File: src/rtl/mem_arbiter.sv
// mem_arbiter: joins the core's fetch port and its load/store port to the
// program ROM and the data RAM. It decodes one flat byte address space and
// arbitrates between the two requesters. It runs one access at a time.
// Byte-masked stores become read-modify-write, because the RAM only takes
// whole words.
//
// Ports:
//   clk, rst                 clock; synchronous active-high reset
//   if_req_*/if_addr         fetch request (valid/ready handshake)
//   if_resp_valid/rdata/err  one-cycle fetch response
//   d_req_*/d_addr/d_we/d_be/d_wdata  load/store request
//   d_resp_valid/rdata/err   one-cycle data response
//   rom_addr/rom_rdata       ROM byte address, combinational read word
//   ram_addr/ram_w_en/ram_wdata/ram_rdata  RAM byte offset, write strobe, data
module mem_arbiter #(
  parameter int unsigned ROM_SZ   = 16384,
  parameter logic [31:0] RAM_BASE = 32'h0001_0000,
  parameter int unsigned RAM_SZ   = 8192
) (
  input  logic        clk,
  input  logic        rst,
  input  logic        if_req_valid,
  output logic        if_req_ready,
  input  logic [31:0] if_addr,
  output logic        if_resp_valid,
  output logic [31:0] if_rdata,
  output logic        if_err,
  input  logic        d_req_valid,
  output logic        d_req_ready,
  input  logic [31:0] d_addr,
  input  logic        d_we,
  input  logic [3:0]  d_be,
  input  logic [31:0] d_wdata,
  output logic        d_resp_valid,
  output logic [31:0] d_rdata,
  output logic        d_err,
  output logic [31:0] rom_addr,
  input  logic [31:0] rom_rdata,
  output logic [31:0] ram_addr,
  output logic        ram_w_en,
  output logic [31:0] ram_wdata,
  input  logic [31:0] ram_rdata
);

  typedef enum logic [2:0] {S_IDLE, S_ACCESS, S_RMW_RD, S_WRITE, S_RESP} state_t;

  localparam logic [32:0] ROM_END = 33'(ROM_SZ);
  localparam logic [32:0] RAM_END = {1'b0, RAM_BASE} + 33'(RAM_SZ);

  state_t      state_q, state_d;
  logic        last_d_q, last_d_d;     // 1: last grant went to the data port
  logic        req_d_q, req_d_d;       // requester of the access in flight
  logic        in_rom_q, in_rom_d;
  logic [3:0]  be_q, be_d;
  logic [31:0] wdata_q, wdata_d;

  logic [31:0] rom_addr_q, rom_addr_d;
  logic [31:0] ram_addr_q, ram_addr_d;
  logic        ram_w_en_q, ram_w_en_d;
  logic [31:0] ram_wdata_q, ram_wdata_d;
  logic        if_resp_valid_q, if_resp_valid_d;
  logic [31:0] if_rdata_q, if_rdata_d;
  logic        if_err_q, if_err_d;
  logic        d_resp_valid_q, d_resp_valid_d;
  logic [31:0] d_rdata_q, d_rdata_d;
  logic        d_err_q, d_err_d;

  logic        idle;
  logic [31:0] req_addr;
  logic        req_we, in_rom, in_ram, req_err;
  logic [31:0] merged;

  // Grant only in IDLE. On a tie, the side that was not served last wins.
  assign idle         = (state_q == S_IDLE) && !rst;
  assign if_req_ready = idle && if_req_valid && (!d_req_valid || last_d_q);
  assign d_req_ready  = idle && d_req_valid && (!if_req_valid || !last_d_q);

  assign req_addr = d_req_ready ? d_addr : if_addr;
  assign req_we   = d_req_ready && d_we;

  // The end checks are 33 bits wide so that addr+3 cannot wrap past zero.
  assign in_rom  = ({1'b0, req_addr} + 33'd3) < ROM_END;
  assign in_ram  = (req_addr >= RAM_BASE) && (({1'b0, req_addr} + 33'd3) < RAM_END);
  assign req_err = (req_addr[1:0] != 2'b00) || (!in_rom && !in_ram) || (req_we && in_rom);

  always_comb begin
    merged = ram_rdata;
    for (int i = 0; i < 4; i++)
      if (be_q[i]) merged[8*i +: 8] = wdata_q[8*i +: 8];
  end

  always_comb begin
    state_d         = state_q;
    last_d_d        = last_d_q;
    req_d_d         = req_d_q;
    in_rom_d        = in_rom_q;
    be_d            = be_q;
    wdata_d         = wdata_q;
    rom_addr_d      = rom_addr_q;
    ram_addr_d      = ram_addr_q;
    ram_w_en_d      = 1'b0;
    ram_wdata_d     = ram_wdata_q;
    if_resp_valid_d = 1'b0;
    if_rdata_d      = if_rdata_q;
    if_err_d        = if_err_q;
    d_resp_valid_d  = 1'b0;
    d_rdata_d       = d_rdata_q;
    d_err_d         = d_err_q;

    case (state_q)
      S_IDLE: begin
        if (if_req_ready || d_req_ready) begin
          last_d_d = d_req_ready;
          req_d_d  = d_req_ready;
          in_rom_d = in_rom;
          be_d     = d_be;
          wdata_d  = d_wdata;
          if (req_err || (req_we && d_be == 4'h0)) begin
            // Errors and empty stores skip the memories and answer next cycle.
            state_d = S_RESP;
            if (d_req_ready) begin
              d_resp_valid_d = 1'b1;
              d_rdata_d      = 32'h0;
              d_err_d        = req_err;
            end else begin
              if_resp_valid_d = 1'b1;
              if_rdata_d      = 32'h0;
              if_err_d        = 1'b1;
            end
          end else if (!req_we) begin
            state_d = S_ACCESS;
            if (in_rom) rom_addr_d = req_addr;
            else        ram_addr_d = req_addr - RAM_BASE;
          end else if (d_be == 4'hF) begin
            state_d     = S_WRITE;
            ram_addr_d  = req_addr - RAM_BASE;
            ram_wdata_d = d_wdata;
            ram_w_en_d  = 1'b1;
          end else begin
            state_d    = S_RMW_RD;
            ram_addr_d = req_addr - RAM_BASE;
          end
        end
      end
      S_ACCESS: begin
        state_d = S_RESP;
        if (req_d_q) begin
          d_resp_valid_d = 1'b1;
          d_rdata_d      = in_rom_q ? rom_rdata : ram_rdata;
          d_err_d        = 1'b0;
        end else begin
          if_resp_valid_d = 1'b1;
          if_rdata_d      = in_rom_q ? rom_rdata : ram_rdata;
          if_err_d        = 1'b0;
        end
      end
      S_RMW_RD: begin
        state_d     = S_WRITE;
        ram_wdata_d = merged;
        ram_w_en_d  = 1'b1;
      end
      S_WRITE: begin
        // Only the data port issues stores.
        state_d        = S_RESP;
        d_resp_valid_d = 1'b1;
        d_rdata_d      = 32'h0;
        d_err_d        = 1'b0;
      end
      S_RESP:  state_d = S_IDLE;
      default: state_d = S_IDLE;
    endcase
  end

  always_ff @(posedge clk) begin
    if (rst) begin
      state_q         <= S_IDLE;
      last_d_q        <= 1'b0;
      req_d_q         <= 1'b0;
      in_rom_q        <= 1'b0;
      be_q            <= 4'h0;
      wdata_q         <= 32'h0;
      rom_addr_q      <= 32'h0;
      ram_addr_q      <= 32'h0;
      ram_w_en_q      <= 1'b0;
      ram_wdata_q     <= 32'h0;
      if_resp_valid_q <= 1'b0;
      if_rdata_q      <= 32'h0;
      if_err_q        <= 1'b0;
      d_resp_valid_q  <= 1'b0;
      d_rdata_q       <= 32'h0;
      d_err_q         <= 1'b0;
    end else begin
      state_q         <= state_d;
      last_d_q        <= last_d_d;
      req_d_q         <= req_d_d;
      in_rom_q        <= in_rom_d;
      be_q            <= be_d;
      wdata_q         <= wdata_d;
      rom_addr_q      <= rom_addr_d;
      ram_addr_q      <= ram_addr_d;
      ram_w_en_q      <= ram_w_en_d;
      ram_wdata_q     <= ram_wdata_d;
      if_resp_valid_q <= if_resp_valid_d;
      if_rdata_q      <= if_rdata_d;
      if_err_q        <= if_err_d;
      d_resp_valid_q  <= d_resp_valid_d;
      d_rdata_q       <= d_rdata_d;
      d_err_q         <= d_err_d;
    end
  end

  // Reset kills a write or response already staged in the output flops.
  assign ram_w_en      = ram_w_en_q && !rst;
  assign if_resp_valid = if_resp_valid_q && !rst;
  assign d_resp_valid  = d_resp_valid_q && !rst;
  assign rom_addr      = rom_addr_q;
  assign ram_addr      = ram_addr_q;
  assign ram_wdata     = ram_wdata_q;
  assign if_rdata      = if_rdata_q;
  assign if_err        = if_err_q;
  assign d_rdata       = d_rdata_q;
  assign d_err         = d_err_q;

endmodule

File: config.mk
export PLATFORM = sky130hd
export DESIGN_NAME = mem_arbiter
export DESIGN_NICKNAME = d
export VERILOG_FILES = /design/src/rtl/mem_arbiter.sv
export SDC_FILE = /design/constraint.sdc
export NUM_CORES = 1
export LEC_CHECK = 0
export ABC_AREA = 1
export CAP_MARGIN = 5
export CELL_PAD_IN_SITES_DETAIL_PLACEMENT = 1
export CELL_PAD_IN_SITES_GLOBAL_PLACEMENT = 2
export CORE_MARGIN = 8
export CORE_UTILIZATION = 24
export DETAILED_ROUTE_END_ITERATION = 12
export PLACE_DENSITY_LB_ADDON = 0.05
export SLEW_MARGIN = 20
export SYNTH_ARGS = -nofsm -noshare
export SYNTH_HDL_FRONTEND = slang
export SYNTH_SLANG_ARGS = --single-unit
File: constraint.sdc
create_clock -name clk -period 4.97 [get_ports clk]
set_clock_uncertainty 0.1 [all_clocks]
set_input_delay 0.994 -clock clk [delete_from_list [all_inputs] [get_ports clk]]
set_output_delay 0.994 -clock clk [all_outputs]
set_load 0.02 [all_outputs]
==> impl_metrics.tcl, run 1 <==
set metrics [dict create \
    grt_max_degree 79 \
    hold_violations 0 \
    cell_internal_pwr_mw 3.21 \
    mostFrequentLayoutCell "nand2_1" \
    critical_path_class "input pin to flop" \
    period_needed_ns 4.40 \
    pin_count 336 \
    ant_nets 0 \
    clk_pin_slew_ns 0.06 \
    worst_slew_pin_slew_ns 0.961 \
    critical-path-max-stage-delay_ns 0.48 \
    num-fill-cells 5716 \
    period_share_pct 88.5 \
    grt_use_total_pct 19.4 \
    swShare_pct 29.7 \
    ys_types 38 \
    antenna_found_initial 3 \
    hp-start "wdata_q[0]" \
    seq_power_share_pct 38.8 \
    drc 0 \
    drt-met1-wl_um 22100 \
    cts_tree "done" \
    fmax_mhz 227 \
    cts.sinks 206 \
    core_sq_um 45100 \
    p_sw_mw 1.36 \
    clock_path_buffers 3 \
    routed-wl-met2_um 27500 \
    power_frac_comb_pct 19.5 \
    synthFlopType "dfxtp_1" \
    path_cells "clkdlybuf4s50_1 > inv_1 > a21oi_4 > buf_12 > nand3_1 > nand2_1 > nand2_1 > nor2_2 > nand2_1 > nor2_2 > nand3_1 > nand2_1 > nand2_1 > nor2_1 > nand2_1 > nor2_2 > nand3_2 > buf_4 > nor3_2 > buf_4 > a21oi_1 > o21a_1" \
    synth-seq-cells 206 \
    syn_avg_cell_area_sq_um 6.31 \
    synth_seq_area_share_pct 37.8 \
    most-common-layout-cells "nand2_1, clkdlybuf4s50_1, nor2_1" \
    routed_via_density 4.52 \
    postCtsHoldBufs 0 \
    routed_wl_um 52900 \
    holdPathStages 2 \
    power_frac_clock_pct 41.7 \
    fin_nets 2246 \
    reg2reg_from "state_q[0]" \
    fin_cells 2698 \
    area_growth_syn_to_layout_pct 48.2 \
    startpoint_type "input pin" \
    critPathMaxFanout 50 \
    cp_data_arrival_time_ns 4.75 \
    reg2reg_depth 23 \
    top_layer_used "met5" \
    die_y_um 229 \
    cts_resized 0 \
    irDropWorstVdd_mv 0.245 \
    setup_viol 0 \
    die-area_sq_um 52500 \
    numCtsBuffers 27 \
    clock-root-buffer "clkbuf_16" \
    drt_iter0_drc 590 \
    drv_cap 0 \
    drv_slew 0 \
    worst_r2r_endpoint "rom_addr[6]" \
    wl_met3_um 2110 \
    crit_family "simple AND/OR/NAND/NOR gates" \
    port_buffers 335 \
    rows 78 \
    worstPathRequired_ns 5.32 \
    p_per_area_nw_per_um2 283 \
    first_pass_iters 4 \
    synth_warnings 0 \
    dp_hpwl_um 40900 \
    ff2ff_setup_slack_ns 1.00 \
    hold_path_end "wdata_q[0]" \
    status "finished, final reports clean" \
    p_total_mw 4.57 \
    rsz0062_at_grt "false" \
    clk_latency_ns 0.56 \
    slew_headroom_pct 36.0 \
    die-width_um 229 \
    synth_edf_count 0 \
    wl_per_cell_um 19.6 \
    syn_area_sq_um 10900 \
    initial_utilization_pct 24.2 \
    power.leakage_nw 7.24 \
    grt_first_pass_wirelength_um 79600 \
    layout-drive-gt1-share_pct 7.26 \
    post-cts-setup-buffers 0 \
    htree_levels 1 \
    critPathSlowestCell "clkdlybuf4s50_1" \
    critPathBufInv 5 \
    whs_ns 0.352 \
    syn_nets 1900 \
    hold_path.class "flop to flop" \
    synthCells 1728 \
    place.gp.congestion 0.816 \
    async_flop_share_pct 0 \
    end_kind "flop" \
    grt_overflow_total 0 \
    grt_pass1_vias 13000 \
    path_common_cell "nand2_1" \
    vias 12200 \
    dp.cells 2645 \
]
Yosys cell counts (5+ instances only):
master,instances,area [sq um]
nor2_1,287,1080
a211oi_1,8,60.1
a31oi_1,5,31.3
buf_4,6,45.0
inv_1,176,661
dfxtp_1,206,4120
clkbuf_1,57,214
buf_1,8,30.0
nor2_2,6,37.5
nand2_1,461,1730
nor3_1,13,65.1
a21oi_1,96,480
o21ai_0,131,656
nand4_1,10,62.6
nand3_1,123,616
xor2_1,5,43.8
nand3b_1,58,435
inv_2,5,18.8
buf_2,27,135
registers in the layout, summed over array words and instances (netlist names):
name / count
if_resp_valid_q: 1
d_resp_valid_q: 1
d_rdata: 32
in_rom_q: 1
wdata_q: 32
be_q: 4
if_err: 1
rom_addr: 32
state_q: 3
ram_wdata: 32
if_rdata: 32
ram_w_en_q: 1
req_d_q: 1
ram_addr: 32
d_err: 1
power groups by stage:
| stage | clock [mW] | combinational (mW) | sequential (mW) |
|---|---|---|---|
| floorplan | 0 | 0.444 | 1.81 |
| global placement | 0 | 0.902 | 1.81 |
| detailed placement | 0 | 0.908 | 1.81 |
| CTS | 1.98 | 0.912 | 1.77 |
| global route | 2.04 | 0.986 | 1.78 |
| finish | 1.90 | 0.891 | 1.77 |
final cells by class:
cell class                 count  area [sq um]  share of cell area [%]
multi-input combinational   1237          5630                    34.9
sequential                   206          4130                    25.5
timing repair buffer         418          4080                    25.3
clock buffer                  43           776                    4.80
tap                          600           751                    4.65
inverter                     184           693                    4.29
clock inverter                 7          81.3                   0.504
antenna                        3          7.51                  0.0465
worst max path at each step:
stage / end / slack [ns] / cells past startpoint / startpoint
6_report: rom_addr[6] / 0.57 / 22 / d_req_valid
5_1_grt: rom_addr[12] / 0.13 / 22 / d_req_valid
4_1_cts: rom_addr[6] / 0.47 / 22 / d_req_valid
3_5_place_dp: rom_addr[6] / -0.12 / 22 / d_req_valid
3_3_place_gp: rom_addr[6] / -0.07 / 22 / d_req_valid
2_1_floorplan: if_rdata[2] / 1.06 / 28 / rst
cell families (layout without fill, tap and decap cells):
family	count (synthesis)	in the layout	synth area share, %
XOR/XNOR	5	5	0.402
flip-flops	206	206	37.8
buffers and inverters	285	652	10.5
AND/OR/NAND/NOR	976	976	38.6
AO/OA/AOI/OAI	253	253	12.3
other	0	3	0
adder cells (fa/ha/maj)	3	3	0.344
metal layers:
metal | vias to the layer above | GRT usage [%]
met5 | - | 0
met4 | 2 | 5.34
met3 | 58 | 3.42
met2 | 215 | 36.7
met1 | 5776 | 21.9
li1 | 6151 | -
worst register-to-register path, delay by kind of cell (launching register included):
family | cells | cell delay (ns)
AOI/OAI and AO/OA | 2 | 0.26
buffers and inverters | 5 | 0.93
and+or+nand+nor | 16 | 2.25
DFF | 1 | 0.32
per-stage QoR:
stage | setup WS, ns | util (%) | TNS (ns) | area (sq um)
final | 0.573 | 35.8 | 0 | 16200
after global routing | 0.128 | 35.8 | 0 | 16100
after CTS | 0.465 | 35.8 | 0 | 16100
after detailed placement | -0.122 | 33.9 | -2.74 | 15300
after global placement | -0.0661 | 33.9 | -0.458 | 15300
after floorplan | 1.06 | - | 0 | 10900
No activity file was read; power rests on OpenSTA's default activity.
==> run 2, diff against run 1 <==
SLEW_MARGIN = not set   (was 20)
==> results of run 2 <==
Same layout as run 1: the final DEF is identical, and so are final timing and power.
==> run 3, diff against run 2 <==
MAX_ROUTING_LAYER = met4   (was not set)
==> run 3 against run 2 <==
  * Clock-buffer cell count decreased by 2
  * Die area unchanged
  * Setup slack got worse by 0.10 ns
  * Global-route usage increased by 0.59 points
  * Register-to-register slack got worse by 0.08 ns
  * Critical path depth increased by 1
  * Wire length increased by 0.33%
  * Largest power group unchanged
==> impl_metrics.tcl, run 3 (synthesis gave the netlist of run 1 again) <==
set metrics [dict create \
    wl_per_cell_um 19.6 \
    core_sq_um 45100 \
    die_y_um 229 \
    die-width_um 229 \
    fmax_mhz 222 \
    place.gp.congestion 0.830 \
    dp_hpwl_um 41300 \
    crit_family "simple AND/OR/NAND/NOR gates" \
    slew_headroom_pct 39.2 \
    cp-startpoint "d_req_valid" \
    end_kind "flop" \
    setup_viol 0 \
    grt_use_total_pct 20.0 \
    clock_path_buffers 3 \
    layout-drive-gt1-share_pct 7.93 \
    period_needed_ns 4.50 \
    vias 12400 \
    fin_nets 2257 \
    numCtsBuffers 27 \
    first_pass_iters 5 \
    cts_resized 0 \
    irDropWorstVdd_mv 0.205 \
    swShare_pct 29.8 \
    area_growth_syn_to_layout_pct 48.9 \
    cell_internal_pwr_mw 3.19 \
    startpoint_type "input pin" \
    reg2reg_from "req_d_q" \
    worst_r2r_endpoint "rom_addr[6]" \
    p_total_mw 4.55 \
    drc 0 \
    layout_setup_ws_ns 0.471 \
    rows 78 \
    p_per_area_nw_per_um2 280 \
    htree_levels 1 \
    final_core_util_pct 36.0 \
    hold_path.class "flop to flop" \
    mostFrequentLayoutCell "nand2_1" \
    worstPathRequired_ns 5.30 \
    drv_cap 0 \
    seq_power_share_pct 38.9 \
    critical-path-max-stage-delay_ns 0.47 \
    cp-endpoint "rom_addr[6]" \
    power.leakage_nw 7.31 \
    path_depth 23 \
    critPathMaxFanout 50 \
    clk_pin_slew_ns 0.05 \
    grt_first_pass_wirelength_um 79700 \
    drv_slew 0 \
    clock-root-buffer "clkbuf_16" \
    postCtsHoldBufs 0 \
    port_buffers 335 \
    reg2reg_depth 22 \
    critPathBufInv 6 \
    critPathSlowestCell "clkdlybuf4s50_1" \
    cp_data_arrival_time_ns 4.83 \
    worst_slew_pin_slew_ns 0.912 \
    routed_wl_um 53100 \
    antenna_found_initial 1 \
    path_cells "clkdlybuf4s50_1 > inv_1 > a21oi_4 > buf_12 > nand3_1 > nand2_1 > nand2_1 > buf_4 > nor2_1 > nand2_1 > nor2_2 > nand3_1 > nand2_1 > nand2_1 > nor2_1 > nand2_1 > nor2_2 > nand3_2 > buf_4 > nor3_2 > buf_4 > a21oi_1 > o21a_1" \
    power_frac_comb_pct 19.8 \
    critical_path_class "input pin to flop" \
    routed_via_density 4.57 \
    most-common-layout-cells "nand2_1, clkdlybuf4s50_1, nor2_1" \
    grt_max_degree 79 \
    p_sw_mw 1.35 \
    cts.sinks 206 \
    drt_iter0_drc 625 \
    status "finished, final reports clean" \
    pin_count 336 \
    path_common_cell "nand2_1" \
    hold_violations 0 \
    dp_slack_ns -0.0913 \
    grt_pass1_vias 13100 \
    die-area_sq_um 52500 \
    initial_utilization_pct 24.2 \
    rsz0062_at_grt "false" \
    period_share_pct 90.5 \
    grt_overflow_total 0 \
    power_frac_clock_pct 41.2 \
    cts_tree "done" \
    ff2ff_setup_slack_ns 0.92 \
    clk_latency_ns 0.55 \
    ant_nets 0 \
    post-cts-setup-buffers 0 \
    num-fill-cells 5744 \
]
## run 3: changes by cell type in the layout (fill, tap and decap cells not counted), sizes merged
cell,change
buf,+11
clkbuf,-2
clkinv,+2
diode,-2
bufinv,-1
## run 3: worst min-delay path: cells and delay by family (launching register included)
| family | cells | cell delay, ns |
|---|---|---|
| flops | 1 | 0.31 |
| simple gates | 1 | 0.07 |
| buf+inv | 1 | 0.03 |
## run 3: through the flow
stage	cell area (sq um)	hold WS, ns	std cells	TNS [ns]
detailed placement	15400	0.346	2656	-2.01
floorplan	10900	0.329	1728	0
global placement	15400	0.339	2656	-3.38
finish	16200	0.352	2706	0
global route	16200	0.368	2706	0
CTS	16200	0.355	2705	0
## run 3: how the worst min path moves through the flow
| stage | slack, ns | cells after the start | endpoint | from |
|---|---|---|---|---|
| after global routing | 0.37 | 2 | rom_addr[27] | rom_addr[27] |
| after global placement | 0.34 | 2 | wdata_q[11] | wdata_q[11] |
| after floorplan | 0.33 | 2 | wdata_q[0] | wdata_q[0] |
| final | 0.35 | 2 | rom_addr[27] | rom_addr[27] |
| after CTS | 0.36 | 2 | rom_addr[27] | rom_addr[27] |
| after detailed placement | 0.35 | 2 | rom_addr[22] | rom_addr[22] |
## run 3: routing by layer
layer	wire [um]	share of wire (%)	up-vias	global-route usage (%)
met2	27500	52	211	36.6
li1	-	-	6165	-
met1	22600	43	5925	22.5
met4	1160	2.2	0	4.98
met3	1840	3.5	54	2.99
met5	0	0	-	-
## run 3: power groups by stage
| stage | sequential (mW) | combinational [mW] | clock, mW |
|---|---|---|---|
| floorplan | 1.81 | 0.444 | 0 |
| global placement | 1.81 | 0.914 | 0 |
| detailed placement | 1.81 | 0.919 | 0 |
| CTS | 1.77 | 0.923 | 1.94 |
| global route | 1.78 | 1.00 | 1.99 |
| finish | 1.77 | 0.903 | 1.87 |
## run 3: final cells by class
cell class / count / area, sq um / share of cell area (%)
multi-input cells: 1237 / 5630 / 34.7
repair buffers: 429 / 4180 / 25.7
flip-flops and latches: 206 / 4130 / 25.4
clock buffers: 41 / 798 / 4.92
well taps: 600 / 751 / 4.62
inverters: 184 / 693 / 4.27
clock inverters: 8 / 50.0 / 0.308
diodes: 1 / 2.50 / 0.0154
